<file path="src/rtl/sram_access_ctrl_pkg.sv">
// Shared width-config codes, FSM state encoding and lane-select helper for the SRAM front end.
// Pure definitions: no latency, no flow control.
package sram_access_ctrl_pkg;

  localparam logic [1:0] CONF_W32 = 2'b00;
  localparam logic [1:0] CONF_W16 = 2'b01;
  localparam logic [1:0] CONF_W8  = 2'b10;
  localparam logic [1:0] CONF_BAD = 2'b11;

  typedef enum logic [2:0] {
    ST_IDLE  = 3'd0,
    ST_PRE   = 3'd1,
    ST_WL    = 3'd2,
    ST_SENSE = 3'd3,
    ST_RESP  = 3'd4
  } state_e;

  // Lane select as the mask decoder expects it: unused lane bits forced to zero.
  function automatic logic [1:0] lane_sel(input logic [1:0] conf, input logic [1:0] lane);
    case (conf)
      CONF_W16: lane_sel = {1'b0, lane[0]};
      CONF_W8:  lane_sel = lane;
      default:  lane_sel = 2'b00;
    endcase
  endfunction

  function automatic int max_int(input int a, input int b);
    max_int = (a > b) ? a : b;
  endfunction

endpackage

</file>
<file path="src/rtl/sram_lane_align.sv">
// Combinational write-lane replication and read-lane alignment keyed by width config and lane select.
// Zero latency; no flow control.
module sram_lane_align
  import sram_access_ctrl_pkg::*;
(
  input  logic [1:0]  wr_conf,
  input  logic [31:0] wr_dat,
  output logic [31:0] wr_rep,
  input  logic [1:0]  rd_conf,
  input  logic [1:0]  rd_sel,
  input  logic [31:0] rd_dat,
  output logic [31:0] rd_aln
);

  always_comb begin
    wr_rep = '0;
    case (wr_conf)
      CONF_W32: wr_rep = wr_dat;
      CONF_W16: wr_rep = {2{wr_dat[15:0]}};
      CONF_W8:  wr_rep = {4{wr_dat[7:0]}};
      default:  wr_rep = '0;
    endcase
  end

  always_comb begin
    rd_aln = '0;
    case (rd_conf)
      CONF_W32: rd_aln = rd_dat;
      CONF_W16: rd_aln = {16'b0, (rd_sel[0] ? rd_dat[31:16] : rd_dat[15:0])};
      CONF_W8:  rd_aln = {24'b0, rd_dat[{rd_sel, 3'b000} +: 8]};
      default:  rd_aln = '0;
    endcase
  end

endmodule

</file>
<file path="src/rtl/sram_access_ctrl.sv">
// SRAM request front end: accepts one access, sequences precharge/word line/sense, returns one response.
// Read PRE+WL+2, write PRE+WL+1, error 1 cycle to rsp_valid; req_ready only in IDLE, response held until rsp_ready.
module sram_access_ctrl
  import sram_access_ctrl_pkg::*;
#(
  parameter  int ROWS    = 8,
  parameter  int COLS    = 32,
  parameter  int PRE_CYC = 1,
  parameter  int WL_CYC  = 2,
  localparam int ROW_W   = $clog2(ROWS)
) (
  input  logic             clk,
  input  logic             rst,
  input  logic             req_valid,
  output logic             req_ready,
  input  logic             req_we,
  input  logic [1:0]       req_conf,
  input  logic [ROW_W+1:0] req_addr,
  input  logic [COLS-1:0]  req_wdata,
  output logic [ROW_W-1:0] row_addr,
  output logic [1:0]       mask_addr,
  output logic [1:0]       mask_conf,
  output logic             pre_en,
  output logic             wl_en,
  output logic             we_en,
  output logic             sae,
  output logic [COLS-1:0]  arr_wdata,
  input  logic [COLS-1:0]  arr_rdata,
  output logic             rsp_valid,
  input  logic             rsp_ready,
  output logic [COLS-1:0]  rsp_rdata,
  output logic             rsp_err
);

  localparam int CNT_W = $clog2(max_int(PRE_CYC, WL_CYC)) + 1;

  state_e           state_q, state_d;
  logic [CNT_W-1:0] cnt_q, cnt_d;
  logic             we_q;
  logic [ROW_W-1:0] row_q;
  logic [1:0]       maddr_q, mconf_q;
  logic [COLS-1:0]  wdata_q, rdata_q;
  logic             err_q;
  logic             accept;
  logic [COLS-1:0]  wr_rep, rd_aln;

  assign accept = req_valid && (state_q == ST_IDLE);

  sram_lane_align u_align (
    .wr_conf (req_conf),
    .wr_dat  (req_wdata),
    .wr_rep  (wr_rep),
    .rd_conf (mconf_q),
    .rd_sel  (maddr_q),
    .rd_dat  (arr_rdata),
    .rd_aln  (rd_aln)
  );

  always_ff @(posedge clk or posedge rst) begin
    if (rst) begin
      state_q <= ST_IDLE;
      cnt_q   <= '0;
    end else begin
      state_q <= state_d;
      cnt_q   <= cnt_d;
    end
  end

  always_comb begin
    state_d = state_q;
    case (state_q)
      ST_IDLE:  if (accept) state_d = (req_conf == CONF_BAD) ? ST_RESP : ST_PRE;
      ST_PRE:   if (cnt_q == '0) state_d = ST_WL;
      ST_WL:    if (cnt_q == '0) state_d = we_q ? ST_RESP : ST_SENSE;
      ST_SENSE: state_d = ST_RESP;
      ST_RESP:  if (rsp_ready) state_d = ST_IDLE;
      default:  state_d = ST_IDLE;
    endcase
  end

  // Counter holds remaining cycles of the current timed state; reloaded on every state change.
  always_comb begin
    cnt_d = cnt_q;
    if (state_d != state_q) begin
      if (state_d == ST_PRE)     cnt_d = CNT_W'(PRE_CYC - 1);
      else if (state_d == ST_WL) cnt_d = CNT_W'(WL_CYC - 1);
      else                       cnt_d = '0;
    end else if (cnt_q != '0) begin
      cnt_d = cnt_q - CNT_W'(1);
    end
  end

  always_comb begin
    req_ready = (state_q == ST_IDLE);
    pre_en    = (state_q == ST_PRE);
    wl_en     = (state_q == ST_WL) || (state_q == ST_SENSE);
    we_en     = (state_q == ST_WL) && we_q;
    sae       = (state_q == ST_SENSE);
    rsp_valid = (state_q == ST_RESP);
  end

  always_ff @(posedge clk or posedge rst) begin
    if (rst) begin
      we_q    <= 1'b0;
      row_q   <= '0;
      maddr_q <= '0;
      mconf_q <= '0;
      wdata_q <= '0;
      rdata_q <= '0;
      err_q   <= 1'b0;
    end else begin
      if (accept) begin
        we_q    <= req_we;
        row_q   <= req_addr[ROW_W+1:2];
        maddr_q <= lane_sel(req_conf, req_addr[1:0]);
        mconf_q <= req_conf;
        wdata_q <= wr_rep;
        rdata_q <= '0;
        err_q   <= (req_conf == CONF_BAD);
      end
      if (state_q == ST_SENSE) rdata_q <= rd_aln;
    end
  end

  assign row_addr  = row_q;
  assign mask_addr = maddr_q;
  assign mask_conf = mconf_q;
  assign arr_wdata = wdata_q;
  assign rsp_rdata = rdata_q;
  assign rsp_err   = err_q;

endmodule

</file>
<file path="config.mk">
export PLATFORM = sky130hd
export DESIGN_NAME = sram_access_ctrl
export DESIGN_NICKNAME = d
export VERILOG_FILES = /design/src/rtl/sram_access_ctrl_pkg.sv /design/src/rtl/sram_lane_align.sv /design/src/rtl/sram_access_ctrl.sv
export SDC_FILE = /design/constraint.sdc
export NUM_CORES = 1
export LEC_CHECK = 0
export CAP_MARGIN = 20
export CORE_MARGIN = 2
export CORE_UTILIZATION = 27
export CTS_BUF_LIST = sky130_fd_sc_hd__clkbuf_16
export DETAILED_ROUTE_END_ITERATION = 16
export GPL_ROUTABILITY_DRIVEN = 0
export PLACE_DENSITY = 0.58
export RECOVER_POWER = 100
export REMOVE_ABC_BUFFERS = 1
export SYNTH_ARGS = -nofsm -noshare
export SYNTH_HDL_FRONTEND = slang
export SYNTH_SLANG_ARGS = --single-unit
</file>
<file path="constraint.sdc">
create_clock -name clk -period 2.4 [get_ports clk]
set_input_delay 0.48 -clock clk [delete_from_list [all_inputs] [get_ports clk]]
set_output_delay 0.48 -clock clk [all_outputs]
set_load 0.01 [all_outputs]
</file>
=== Yosys cells after proc, flatten, opt, wreduce, memory -nomap -nowiden ===
Cells that the tools add are included.

* ROM bits: 0
* Word-level logic and storage cells: 50
* Memory bits (writable): 0
* Bits in latches: 0
* Memories: 0
* Flip-flop bits (word level): 78
* Output and inout port bits: 78

* Magnitude comparators: 0
* Bitwise logic cells: 0
* Shift operators: 1
* $add $sub $neg: 1
* Mux-type cells: 17
* Equal/unequal tests: 12
* Div/mod/pow operators: 0
* Multipliers: 0
* Reductions and logical operators: 10

{| class="wikitable"
|+ Operators by type and width
! cell !! count
|-
| $pmux W32 S3 || 2
|-
| $mux W32 || 2
|-
| $shiftx A32 B6 Y8 || 1
|-
| $mux W3 || 6
|-
| $mux W16 || 1
|-
| $pmux W3 S5 || 1
|-
| $eq A3 B2 Y1 const B || 3
|-
| $eq A2 B2 Y1 const B || 3
|-
| $eq A3 B1 Y1 const B || 2
|-
| $logic_not A2 Y1 || 3
|-
| $reduce_bool A2 Y1 || 3
|-
| $eq A2 B1 Y1 const B || 2
|-
| $mux W2 || 2
|-
| $pmux W2 S2 || 1
|-
| $eq A3 B3 Y1 const B || 1
|-
| $logic_not A3 Y1 || 1
|-
| $ne A3 B3 Y1 || 1
|-
| $logic_and A1 B1 Y1 || 2
|-
| $mux W1 || 2
|-
| $sub A2 B1 Y2 const B || 1
|-
| $logic_or A1 B1 Y1 || 1
|}

=== Logic depth before layout (Yosys ltp) ===
* Word-level depth: 8
* Depth in mapped cells: 8
* Gate-level depth less buffers: 6

=== By module ===
From an unflattened synthesis, not the netlist that was laid out.

* Cell total of the unflattened synthesis: 547
* Area, all modules: 4513.1 µm²

{| class="wikitable"
|+ By module, submodules not included
! module !! area an instance (µm²) !! cells each !! times used
|-
| sram_access_ctrl || 3324.4 || 363 || 1
|-
| sram_lane_align || 1188.6 || 184 || 1
|}

=== Worst setup path after synthesis ===
OpenSTA, ideal clock, no wires.

* Path type: input-to-reg
* Start: input req_conf[0]
* End: register wdata_q[0] (netlist: arr_wdata[0])
* Arrival: 1741 ps
* Data required time: 2279 ps
* Slack: 538 ps
* Library setup time: 121 ps
* Path buffers: 2
* Stages on the path: 8
* Cell sequence: inv_1 > ha_1 > clkbuf_1 > or2_2 > buf_2 > nor2_1 > nor2_4 > a22o_1

* Word-level cells in the longest chain between the ends: 2
* Elaborated cells on any way between the ends: 4
* Classes of those cells: eq/ne (2); mux (1); reduce/logical (1)

{| class="wikitable"
|+ Ends and longest elaborated chain
! element !! RTL line !! text
|-
| start, declared || sram_access_ctrl.sv:17 || <nowiki>input logic [1:0] req_conf,</nowiki>
|-
| $eq A2 B2 Y1, or another cell as far along || sram_lane_align.sv:17 || <nowiki>case (wr_conf)</nowiki>
|-
| $pmux W32 S3 * || sram_lane_align.sv:17 ||
|-
| end signal, assigned || sram_access_ctrl.sv:117 || <nowiki>wdata_q <= wr_rep;</nowiki>
|-
| end, declared || sram_access_ctrl.sv:42 || <nowiki>logic [COLS-1:0] wdata_q, rdata_q;</nowiki>
|}

Mark *: on every way between the ends. The rest lies on a longest branch, timed or not.
A chain may end at the register's enable or synchronous reset.

=== Worst setup path in the final report ===
* Start: register state_q[2]
* End: output we_en

* Word-level cells in the longest chain between the ends: 2

{| class="wikitable"
|+ Ends and longest elaborated chain
! element !! RTL line !! text
|-
| start, declared || sram_access_ctrl.sv:37 || <nowiki>state_e state_q, state_d;</nowiki>
|-
| start signal, assigned || sram_access_ctrl.sv:64 || <nowiki>state_q <= state_d;</nowiki>
|-
| $eq A3 B2 Y1 || sram_access_ctrl.sv:97 || <nowiki>we_en = (state_q == ST_WL) && we_q;</nowiki>
|-
| $logic_and A1 B1 Y1 || sram_access_ctrl.sv:97 ||
|-
| end, declared || sram_access_ctrl.sv:25 || <nowiki>output logic we_en,</nowiki>
|}

Every way passes these cells.

==> metrics.md <==
| Metric | Value |
|---|---|
| Status | `finished, violations left` |
| Violated checks | `capacitance limit, slew limit` |
| Simple-gate portion of the synthesized area | `13.0%` |
| Hold_buf cts | `0` |
| Critical path origin | `state_q[2]` |
| GR Util met3 | `5.07%` |
| Worst-path clk slew | `0.06 ns` |
| IO Pins | `around 150` |
| Max Slew Vio Count | `32` |
| Unrepaired setup endpoints after global routing | `false` |
| Overall power | `6.42 mW` |
| Root Driver | `clkbuf_16` |
| Synth Area per Inst | `~10 um^2` |
| Die H | `~120 um` |
| CTS sink cnt | `slightly below 80` |
| Global Route Usage Sum | `between 10% and 20%` |
| Cells after Synth | `381` |
| IO Port Bufs | `~150` |
| Post-synthesis compound-gate area fraction | `between 20% and 30%` |
| EDFF count, synth | `0` |
| Num CTS Buffers | `9` |
| Hold_sp | `rsp_rdata[14]` |
| Clock Tree Buf Depth | `2` |
| Post-synth top cells | `dfrtp_1 (78), nand2_1 (43), a22o_1 (32), o21ai_0 (28), nor2_1 (22)` |
| Largest net degree at the start of global routing | `38` |
| CP Cell Sequence | `and2b_1 -> and3b_1 -> dlygate4sd3_1` |
| Adder-cell area share of the yosys netlist | `between 1.5 and 2%` |
| Worst skew pair latency | `0.33 ns` |
| Reg area | `~0.0020 mm^2` |
| Power density over the cells | `~1100 mW/mm^2` |
| Period utilization | `around 95%` |
| Total core area | `roughly 0.014 mm^2` |
| Combinational share of power | `about 46%` |
| Min-delay worst type | `flip-flop to flip-flop` |
| Synth top area share | `50.6%` |
| Final setup viols | `0` |
| 1st-pass router iterations | `4` |
| Vias per Instance | `between 5 and 6` |
| Initial Utilization | `between 20 and 30%` |
| Fin cells | `between 700 and 800` |
| Synth top area cells | `dfrtp_1 (51%), a22o_1 (7.3%), nand2_1 (4.2%), o21ai_0 (3.6%), a22oi_1 (3.1%)` |
| Clk_skew | `about 0.0073 ns` |
| WP data required | `between 1.5 and 2 ns` |
| Setup Fix Bufs, Post-CTS | `0` |
| Initial antenna violation count | `0` |
| Leak Pwr | `2.72 nW` |
| GR peak layer | `met2` |
| Internal power | `between 4 and 5 mW` |
| Max-slew headroom | `-1.56%` |
| Filler cells | `between 1000 and 1500` |
| Top cell family by delay on the critical path | `buffers and inverters` |
| Post-Synth XOR/XNOR Area | `less than 1%` |
| Final worst slack | `0.128 ns` |
| Bufs and invs on worst path | `1` |
| CTS tree | `done` |
| Met1 usage in global routing | `22.0%` |
| Post-synthesis cell area | `approximately 0.0039 mm^2` |
| Clock network power share | `a little under a fifth` |
| Mux cell area share after synthesis | `3.24%` |
| Slowest stage cell on the critical path | `dlygate4sd3_1` |
| Ys flop type | `dfrtp_1` |
| CP Max Fanout | `5` |
| Max incr delay on CP | `around 0.6 ns` |
| Critical Path AT | `about 1.8 ns` |
| Post-CTS sizing | `0` |
| Met2 usage | `between 20% and 30%` |
| Via Count | `3608` |
| Share of cells above drive strength 1 | `between 6 and 7%` |
| Placement Rows | `43` |
| FMAX | `0.440 GHz` |
| Setup slack at placement | `around 0.18 ns` |
| Layout area overhead | `51.3%` |
| GRT overflow | `0` |
| Max cap viols | `1` |
| Area of the die | `between 0.015 and 0.02 mm^2` |
| DRC violations left | `0` |
| Final hold violations | `0` |
| DP Cell Count | `~700` |
| Main combinational cell family by area after synthesis | `compound AO/OA/AOI/OAI gates` |
| Footprint of the multi-input gates | `around 0.0017 mm^2` |
| Crit Reg-Reg Startpoint | `state_q[0]` |
| Worst hold margin | `between 0.4 and 0.5 ns` |
| Worst Path Class, Setup | `flip-flop to output port` |
| First-pass GRT wire length | `19700 um` |
| Overall routed net length | `12400 um` |
| DP HPWL | `between 9000 and 10000 um` |
| Yosys warnings | `0` |
| Area leader, netlist | `dfrtp_1` |
| Max VDD drop | `roughly 0.45 mV` |
| Worst slew pin tran | `roughly 1.5 ns` |
| Final ANT Viol Nets | `0` |
| Distinct cells, synth | `42` |
| Die W | `124 um` |
| FFs w/ async S/R, synth | `100%` |
| H-tree depth | `3` |
| Avg WL per Cell | `approximately 17 um` |
| Psw | `approximately 2.4 mW` |
| Fin crit period | `between 2 and 2.5 ns` |
| R2R setup slack | `about 0.26 ns` |
| Top-count cell post-synth | `dfrtp_1` |
| Vias in the first global route | `about 3800` |
| # diodes | `0` |
| Nets | `approximately 620` |
| Setup crit end kind | `output port` |
| CP startpoint kind | `flip-flop` |
| Seq/Total Area, Yosys | `about half` |
| Sw frac | `between 30% and 40%` |
| #FFs+latches synth | `78` |
| Reg power frac | `35.3%` |
| Initial DRC count | `between 200 and 250` |
[sequential cells by signal, indices dropped and copies added (netlist names)]
name and flops:
arr_wdata 32, rsp_rdata 32, row_addr 3, state_q 3, cnt_q 2, mask_addr 2, mask_conf 2, rsp_err 1
we_q 1
[kinds of logic (layout without fill, tap and decap cells)]
family	after synthesis	in the layout
AND/OR/NAND/NOR	99	99
XOR/XNOR	1	1
adder cells (fa/ha/maj)	6	6
multiplexers	12	12
buffers and inverters	39	195
flip-flops	78	78
AO/OA/AOI/OAI	146	146
[metrics by stage]
stage	instance area, um^2	setup TNS, ns	utilization (%)
6_report	5840	0	41.9
5_1_grt	5840	0	41.9
4_1_cts	5870	0	42.1
3_5_place_dp	5610	0	40.3
3_3_place_gp	5610	0	40.3
2_1_floorplan	3700	-5.85	-
[cell type report]
type / count / area share [%]
flip-flops and latches: 78 / 33.4
multi-input cells: 264 / 29.2
repair buffers: 171 / 28.5
clock buffers: 9 / 3.86
well taps: 180 / 3.86
inverters: 9 / 0.600
clock inverters: 6 / 0.536
[cell usage in the layout (no fill, tap or decap), types with 2 or more instances in the layout]
master	synthesis	final
a2111oi_0	8	8
a211o_1	9	9
a211oi_1	9	9
a21o_1	2	2
a21oi_1	18	18
a22o_1	32	32
a22oi_1	16	16
and2_1	2	2
buf_4	0	11
clkbuf_1	16	3
clkbuf_16	0	9
clkbuf_2	0	3
clkdlybuf4s50_1	0	74
clkinv_1	0	2
clkinvlp_4	0	2
dfrtp_1	78	78
dlygate4sd3_1	0	79
ha_1	6	6
inv_1	9	9
mux2_2	4	4
mux2i_1	8	8
nand2_1	43	43
nand3b_1	8	8
nor2_1	22	22
nor2b_1	8	8
nor3b_1	2	2
o21ai_0	28	46
or3_1	2	2
[worst paths after layout]
| check | cells after the start | end |
|---|---|---|
| setup / recovery | 3 | we_en |
| hold / removal | 2 | rsp_rdata[14] |
| setup reg to reg | 3 | arr_wdata[6] |
| hold reg to reg | 2 | rsp_rdata[14] |
| max in group asynchronous | 3 | arr_wdata[12] |
| min in group asynchronous | 2 | arr_wdata[22] |
[per-layer routing]
metal  part of all wire [%]  vias to the layer above
li1                       -                     1700
met1                     44                     1735
met2                     46                      162
met3                    9.4                       11
met4                   0.94                        0
met5                      0                        -
[worst reg2reg max path, cell delays in order (launching register included)]
cell	delay (ns)
dfrtp_1	0.54
or4b_1	0.61
clkbuf_2	0.47
a22o_1	0.40
[power by group through the flow]
stage | combinational [mW] | clock (mW) | sequential [mW]
floorplan | 1.11 | 0 | 2.56
global placement | 3.22 | 0 | 2.30
detailed placement | 3.27 | 0 | 2.30
CTS | 3.27 | 1.25 | 2.30
global route | 3.25 | 1.30 | 2.35
finish | 2.94 | 1.21 | 2.27
(Power assumes the default switching activity.)
